`config.mk`:
```
export PLATFORM = sky130hd
export DESIGN_NAME = ula_multiciclo_flat
export DESIGN_NICKNAME = d
export VERILOG_FILES = /design/src/rtl/ula_multiciclo_if.sv /design/src/rtl/ula_multiciclo.sv /design/src/flat_wrapper.sv
export SDC_FILE = /design/constraint.sdc
export NUM_CORES = 1
export LEC_CHECK = 0
export ABC_AREA = 1
export CAP_MARGIN = 20
export CORE_ASPECT_RATIO = 2
export CORE_MARGIN = 2
export CORE_UTILIZATION = 50
export DETAILED_ROUTE_END_ITERATION = 12
export GPL_ROUTABILITY_DRIVEN = 0
export GPL_TIMING_DRIVEN = 0
export PLACE_DENSITY = 0.77
export SYNTH_ARGS = -nofsm -noshare
export SYNTH_HDL_FRONTEND = slang
export SYNTH_SLANG_ARGS = --single-unit
export TNS_END_PERCENT = 30
```
`constraint.sdc`:
```
create_clock -name clock -period 9.5 [get_ports clock]
set_input_delay 2.375 -clock clock [delete_from_list [all_inputs] [get_ports clock]]
set_output_delay 2.375 -clock clock [all_outputs]
set_load 0.02 [all_outputs]
```
`src/rtl/ula_multiciclo_if.sv`:
```
// ============================================================================
// Module : ula_multiciclo_if
// Brief  : Start/done handshake and operand/result bus of the multi-cycle ALU.
// Rev    : 1.0 - initial release
// ============================================================================
`default_nettype none

interface ula_multiciclo_if #(
  parameter int W = 32
) ();
  logic         inicio;
  logic [3:0]   OP;
  logic [W-1:0] A;
  logic [W-1:0] B;
  logic [W-1:0] S;
  logic [W-1:0] HI;
  logic         Z;
  logic         ocupado;
  logic         pronto;
  logic         div_zero;

  modport master (
    output inicio, OP, A, B,
    input  S, HI, Z, ocupado, pronto, div_zero
  );

  modport slave (
    input  inicio, OP, A, B,
    output S, HI, Z, ocupado, pronto, div_zero
  );
endinterface

`default_nettype wire

```
`src/rtl/ula_multiciclo.sv`:
```
// ============================================================================
// Module : ula_multiciclo
// Brief  : Multi-cycle MIPS ALU with iterative unsigned MULTU/DIVU and HI reg.
// Rev    : 1.0 - initial release
// ============================================================================
`default_nettype none

module ula_multiciclo #(
  parameter int W = 32
) (
  input  wire logic          clock,
  input  wire logic          reset,
  ula_multiciclo_if.slave    bus
);
  localparam int             CW       = $clog2(W);
  localparam logic [CW-1:0]  C_LAST   = CW'(W - 1);
  localparam logic [3:0]     C_MULTU  = 4'd4;
  localparam logic [3:0]     C_DIVU   = 4'd5;

  typedef enum logic [0:0] {IDLE = 1'b0, CALC = 1'b1} state_t;

  state_t        r_state, w_state_nxt;
  logic [CW-1:0] r_cnt;
  logic [W-1:0]  r_acc, r_q, r_mcand;
  logic          r_div;
  logic [W-1:0]  r_s, r_hi;
  logic          r_z, r_pronto, r_divzero;

  logic          w_single, w_divz, w_start, w_last;
  logic [CW-1:0] w_sh;
  logic [W-1:0]  w_alu;
  logic [W:0]    w_sum, w_shl, w_diff, w_madd;
  logic [W-1:0]  w_acc_nxt, w_q_nxt;

  always_comb begin
    w_state_nxt = r_state;
    w_single    = 1'b0;
    w_divz      = 1'b0;
    w_start     = 1'b0;
    w_last      = 1'b0;
    case (r_state)
      IDLE: begin
        if (bus.inicio) begin
          if (bus.OP == C_MULTU || (bus.OP == C_DIVU && bus.B != '0)) begin
            w_start     = 1'b1;
            w_state_nxt = CALC;
          end else if (bus.OP == C_DIVU) begin
            w_divz = 1'b1;
          end else begin
            w_single = 1'b1;
          end
        end
      end
      CALC: begin
        if (r_cnt == C_LAST) begin
          w_last      = 1'b1;
          w_state_nxt = IDLE;
        end
      end
      default: w_state_nxt = IDLE;
    endcase
  end

  assign w_sh = bus.B[CW-1:0];

  always_comb begin
    w_alu = '0;
    case (bus.OP)
      4'd0:    w_alu = bus.A & bus.B;
      4'd1:    w_alu = bus.A | bus.B;
      4'd2:    w_alu = bus.A + bus.B;
      4'd3:    w_alu = bus.A;
      4'd6:    w_alu = bus.A - bus.B;
      4'd7:    w_alu = {{(W-1){1'b0}}, ($signed(bus.A) < $signed(bus.B))};
      4'd8:    w_alu = {{(W-1){1'b0}}, (bus.A < bus.B)};
      4'd9:    w_alu = bus.A << w_sh;
      4'd10:   w_alu = bus.A >> w_sh;
      4'd11:   w_alu = $signed(bus.A) >>> w_sh;
      4'd12:   w_alu = ~(bus.A | bus.B);
      4'd13:   w_alu = bus.A ^ bus.B;
      default: w_alu = '0;
    endcase
  end

  // Multiply: {acc,q} shifts right with conditional add of the multiplicand.
  // Divide: restoring step, remainder in acc, dividend shifts out of q.
  always_comb begin
    w_sum  = {1'b0, r_acc} + {1'b0, r_mcand};
    w_madd = r_q[0] ? w_sum : {1'b0, r_acc};
    w_shl  = {r_acc, r_q[W-1]};
    w_diff = w_shl - {1'b0, r_mcand};
    if (r_div) begin
      if (!w_diff[W]) begin
        w_acc_nxt = w_diff[W-1:0];
        w_q_nxt   = {r_q[W-2:0], 1'b1};
      end else begin
        w_acc_nxt = w_shl[W-1:0];
        w_q_nxt   = {r_q[W-2:0], 1'b0};
      end
    end else begin
      w_acc_nxt = w_madd[W:1];
      w_q_nxt   = {w_madd[0], r_q[W-1:1]};
    end
  end

  always_ff @(posedge clock) begin
    if (!reset) r_state <= IDLE;
    else        r_state <= w_state_nxt;
  end

  always_ff @(posedge clock) begin
    if (!reset) begin
      r_cnt     <= '0;
      r_acc     <= '0;
      r_q       <= '0;
      r_mcand   <= '0;
      r_div     <= 1'b0;
      r_s       <= '0;
      r_hi      <= '0;
      r_z       <= 1'b1;
      r_pronto  <= 1'b0;
      r_divzero <= 1'b0;
    end else begin
      r_pronto <= w_single | w_divz | w_last;
      if (w_single) begin
        r_s       <= w_alu;
        r_z       <= (w_alu == '0);
        r_divzero <= 1'b0;
      end
      if (w_divz) begin
        r_s       <= '1;
        r_hi      <= bus.A;
        r_z       <= 1'b0;
        r_divzero <= 1'b1;
      end
      if (w_start) begin
        r_acc     <= '0;
        r_q       <= bus.A;
        r_mcand   <= bus.B;
        r_div     <= (bus.OP == C_DIVU);
        r_cnt     <= '0;
        r_divzero <= 1'b0;
      end
      if (r_state == CALC) begin
        r_acc <= w_acc_nxt;
        r_q   <= w_q_nxt;
        r_cnt <= r_cnt + 1'b1;
      end
      if (w_last) begin
        r_s  <= w_q_nxt;
        r_hi <= w_acc_nxt;
        r_z  <= (w_q_nxt == '0);
      end
    end
  end

  assign bus.S        = r_s;
  assign bus.HI       = r_hi;
  assign bus.Z        = r_z;
  assign bus.ocupado  = (r_state == CALC);
  assign bus.pronto   = r_pronto;
  assign bus.div_zero = r_divzero;
endmodule

`default_nettype wire

```
`src/flat_wrapper.sv`:
```
// flat-port wrapper written by rule: the top's interface ports become plain ports
module ula_multiciclo_flat 
#(
  parameter int W = 32
)
  (clock, reset, bus_inicio, bus_OP, bus_A, bus_B, bus_S, bus_HI, bus_Z, bus_ocupado, bus_pronto, bus_div_zero);
  ula_multiciclo_if #(.W(W)) bus_i ();
  input  wire logic clock;
  input  wire logic reset;
  input wire logic [$bits(bus_i.inicio)-1:0] bus_inicio;
  input wire logic [$bits(bus_i.OP)-1:0] bus_OP;
  input wire logic [$bits(bus_i.A)-1:0] bus_A;
  input wire logic [$bits(bus_i.B)-1:0] bus_B;
  output wire logic [$bits(bus_i.S)-1:0] bus_S;
  output wire logic [$bits(bus_i.HI)-1:0] bus_HI;
  output wire logic [$bits(bus_i.Z)-1:0] bus_Z;
  output wire logic [$bits(bus_i.ocupado)-1:0] bus_ocupado;
  output wire logic [$bits(bus_i.pronto)-1:0] bus_pronto;
  output wire logic [$bits(bus_i.div_zero)-1:0] bus_div_zero;
  assign bus_i.inicio = bus_inicio;
  assign bus_i.OP = bus_OP;
  assign bus_i.A = bus_A;
  assign bus_i.B = bus_B;
  assign bus_S = bus_i.S;
  assign bus_HI = bus_i.HI;
  assign bus_Z = bus_i.Z;
  assign bus_ocupado = bus_i.ocupado;
  assign bus_pronto = bus_i.pronto;
  assign bus_div_zero = bus_i.div_zero;
  ula_multiciclo #(.W(W)) u_core (.clock(clock), .reset(reset), .bus(bus_i));
endmodule
```
==> results of run 1 <==
metrics by stage:
step | setup WS [ps] | std cells
4_1_cts | 2930 | 4622
3_5_place_dp | 2510 | 4590
3_3_place_gp | 2550 | 4590
2_1_floorplan | 4560 | 3903
logic make-up after synthesis:
| kind of cell | after synthesis | synth area share [%] |
|---|---|---|
| AOI/OAI and AO/OA | 738 | 18.9 |
| xor gates and xnor gates | 39 | 1.56 |
| adders and majority gates | 170 | 9.85 |
| buffers and inverters | 616 | 11.3 |
| DFF | 170 | 15.5 |
| muxes | 18 | 0.822 |
| and+or+nand+nor | 2152 | 42.0 |
metal layers:
layer | overflow | global-route usage (%)
met4 | 123 | 65.6
met2 | 233 | 83.6
met1 | 3 | 57.7
met5 | 0 | 10.4
met3 | 7 | 40.2
cells in the mapped netlist (4+ instances only):
library cell	count	area, um2
nand2_1	1107	4160
nand3_1	570	2850
inv_1	419	1570
a21oi_1	320	1600
nor2_1	304	1140
o21ai_0	254	1270
dfxtp_1	170	3400
ha_1	166	2080
clkbuf_1	78	293
nand4_1	62	388
buf_2	59	295
nor3_1	44	220
a31oi_1	39	244
or2_2	28	175
buf_1	20	75.1
xor2_1	20	175
xnor2_1	19	166
mux2i_1	18	180
o211ai_2	17	213
o22ai_1	16	100
inv_2	14	52.6
o21bai_1	14	105
buf_4	13	97.6
o211ai_1	12	90.1
o21ai_1	12	60.1
o221ai_1	11	96.3
a21o_1	10	75.1
nor4_1	9	56.3
nand3b_1	7	52.6
a22o_1	6	52.6
a21boi_0	5	37.5
buf_6	5	56.3
clkbuf_2	5	25.0
fa_1	4	80.1
nand2_2	4	25.0
nor2_2	4	25.0
o2111ai_1	4	35.0
==> metrics.txt, run 1 <==
Yosys cell types 60; H-tree lvl count 4; gr ovfl total 366; synthesized flop and latch total between 150 and 200; clk sinks 170; vias in the first global route between 30,000 and 40,000; first-pass GRT wire length roughly 220 mm; Mapped Cells around 3,900; post-CTS setup buffer count 0; CTS Buf Count 17; PortBufs 137; cell area after synthesis approximately 0.022 mm2; all-layer global routing usage between 60% and 70%; register area share after synthesis between 10% and 20%; Clk Tree Root Cell clkbuf_16; largest net degree at the start of global routing 18; Clock Path Buffers 2; Initial Utilization between 50% and 60%; Die W 152 um; Post-Syn Nets a little over 4,000; EDFF count, synth 0; Die Span Y between 300 and 400 um; std cell rows about 110; hpwl dp around 96 mm; Error [ERROR GRT-0116] Global routing finished with congestion. Check the congestion regions in the DRC Viewer.; status did not finish; average size of a mapped cell roughly 5.6 um2; cts repair resizes 0; ys flop type dfxtp_1; CTS Hold Buffers Added 0; synth warn 0; Stop stage global routing (5_1_grt); # IOs about 140; Area after DPL 0.0240 mm2; Async SR Flop Fraction 0%
==> inputs of run 2 (changes only) <==
--- a/config.mk
+++ b/config.mk
@@ -7,13 +7,12 @@
 export LEC_CHECK = 0
 export ABC_AREA = 1
 export CAP_MARGIN = 20
-export CORE_ASPECT_RATIO = 2
 export CORE_MARGIN = 2
-export CORE_UTILIZATION = 50
+export CORE_UTILIZATION = 35
 export DETAILED_ROUTE_END_ITERATION = 12
 export GPL_ROUTABILITY_DRIVEN = 0
 export GPL_TIMING_DRIVEN = 0
-export PLACE_DENSITY = 0.77
+export PLACE_DENSITY_LB_ADDON = 0.15
 export SYNTH_ARGS = -nofsm -noshare
 export SYNTH_HDL_FRONTEND = slang
 export SYNTH_SLANG_ARGS = --single-unit
==> metrics.txt, run 2 <==
PortBufs ~140; largest net degree at the start of global routing 19; CP max FO 11; Core Area a little over 0.06 mm2; RSZ-0062 raised after global routing no; total power ~2.6 mW; Slew Limit Headroom 15.7%; hpwl dp between 90 and 100 mm; ys flop type dfxtp_1; top post-synthesis cells by count 1,107 x nand2_1, 570 x nand3_1, 419 x inv_1; Setup CP Type input port to flop; area leader, netlist nand2_1; Routed WL 118 mm; actual slew at the worst max-slew pin around 1300 ps; skew final between 15 and 20 ps; Area contributors post-synth nand2_1 19%, dfxtp_1 16%, nand3_1 13%, ha_1 9.5%, a21oi_1 7.3%; First-pass DRT Iterations 8; Bufs and invs on worst path 6; top cell type's share of synthesized area about a fifth; Worst-path clk slew about 80 ps; Final setup viols 0; synthesized flop and latch total 170; min cycle time layout approximately 7000 ps; final worst-path cycle share 73.9%; all-layer global routing usage 35.8%; GRT busiest layer met2; WP data required between 9000 and 10,000 ps; Post-Syn Nets ~4,100; CTS Buf Count 17; Clock Path Buffers 2; maximum VDD drop 157 uV; clk sinks 170; vias per inst roughly 5.8; initial antenna violation count 7; EDFF count, synth 0; gr ovfl total 0; DRC Markers 0; average size of a mapped cell ~5.6 um2; Pins Over Slew Limit 0; Arrival @ worst endpoint 7480 ps; Clk Tree Root Cell clkbuf_16; WL/cell roughly 24 um; Crit path top cell by count nand2_1; vias in the first global route 26,400; CTS Hold Buffers Added 0; fmax around 140 MHz; # IOs 139; std cell rows 91; CP delay by family, top buffers and inverters; Syn-to-layout area delta 14.1%; CTS tree done; Power Density ~100 mW/mm2; register area share after synthesis approximately 16%; GR Util met2 56.4%; Mapped Cells roughly 3,900; synth warn 0; cts repair resizes 0; met3 Resource Use GR under 10%; Min Hold Slack 467 ps; commonest non-fill, non-tap cell in the layout nand2_1; Initial DRC Count a little over 4,000; Die W 254 um; cell area after synthesis about 0.022 mm2; H-tree lvl count 4; crit-path cells clkdlybuf4s50_1 > buf_2 > inv_2 > clkbuf_1 > buf_2 > ha_1 > inv_2 > nand2_1 > nand2_1 > nand2_1 > o21ai_1 > a21oi_1 > a21oi_1 > nand3_1 > nor2_1 > nand3_1 > nor2_1 > nand4_1 > o21bai_1 > nand2_1 > nand2_1; layout cells sized above 1 around 4.8%; Via Count ~29,000; Initial Utilization a little over a third; Final nets roughly 4,300; Worst Setup End Kind flop; Critical Path Start Type input port; post-CTS setup buffer count 0; Final ANT Viol Nets 0; # Max-Cap Violations 0; most frequent cell after synthesis nand2_1; leak pwr between 10 and 15 nW; Yosys cell types 60; Setup WS pre-CTS 2340 ps; worst skew pair latency ~500 ps; setup TNS 0 ps; status completed; r2r setup slk 5940 ps; Die Span Y 254 um; final hold viol count 0; max incr delay on CP 560 ps; Hold Crit Class flop to flop; Async SR Flop Fraction 0%; most frequent cells in the layout 1,107 x nand2_1, 570 x nand3_1, 419 x inv_1; M1 GR Usage around 44%; filler instances 6,994; Die Area 0.0646 mm2; Final Worst Setup Slack 2480 ps; Worst path slowest cell a21oi_1; first-pass GRT wire length between 150 and 200 mm
## run 2: metrics by stage
stage	std cells	cell area, um2	util (%)
6_report	4916	25000	40.4
5_1_grt	4910	25000	40.4
4_1_cts	4909	25000	40.4
3_5_place_dp	4877	24300	39.4
3_3_place_gp	4877	24300	39.4
2_1_floorplan	3903	21900	-
## run 2: path summary, 6_finish.rpt
path                          from               end  cells past startpoint
setup / recovery          bus_B[2]      u_core.bus.Z                     21
hold / removal    u_core.bus.S[24]  u_core.bus.S[24]                      2
hold reg to reg   u_core.bus.S[24]  u_core.bus.S[24]                      2
setup reg to reg   u_core.r_cnt[0]      u_core.bus.Z                     13
## run 2: cell type report
cell class / count / area, um2 / share of cell area [%]
Clock buffer: 18 / 439 / 1.76
Tap cell: 837 / 1050 / 4.19
Sequential cell: 170 / 3400 / 13.6
Clock inverter: 14 / 199 / 0.796
Inverter: 436 / 1640 / 6.56
Multi-Input combinational cell: 3117 / 16000 / 64.1
Antenna cell: 6 / 15.0 / 0.0601
Buffer: 180 / 842 / 3.37
Timing Repair Buffer: 138 / 1390 / 5.54
## run 2: routing by layer
| metal | vias up | part of all wire [%] |
|---|---|---|
| met1 | 13100 | 38 |
| met4 | 6 | 7.4 |
| met2 | 1785 | 43 |
| li1 | 13300 | - |
| met3 | 440 | 11 |
| met5 | - | 0.030 |
## run 2: power by group
group	switching (mW)	internal, mW	total [mW]
Clock	0.371	0.411	0.782
Sequential	0.0178	0.733	0.750
Combinational	0.769	0.302	1.07
## run 2: kinds of logic (layout without fill, tap and decap cells)
family                     after synthesis  in the layout  synth area share [%]
and+or+nand+nor                       2152           2152                  42.0
DFF                                    170            170                  15.5
other                                    0              6                     0
adders and majority gates              170            170                  9.85
muxes                                   18             18                 0.822
xor gates and xnor gates                39             39                  1.56
AOI/OAI and AO/OA                      738            738                  18.9
buffers and inverters                  616            786                  11.3
## run 2: worst min-delay path, delay by kind of cell, from the launching register on
family          cells  cell delay (ps)
compound gates      1               50
flops               1              310
simple gates        1               60
Note: power is estimated with default switching activity, not from simulation.
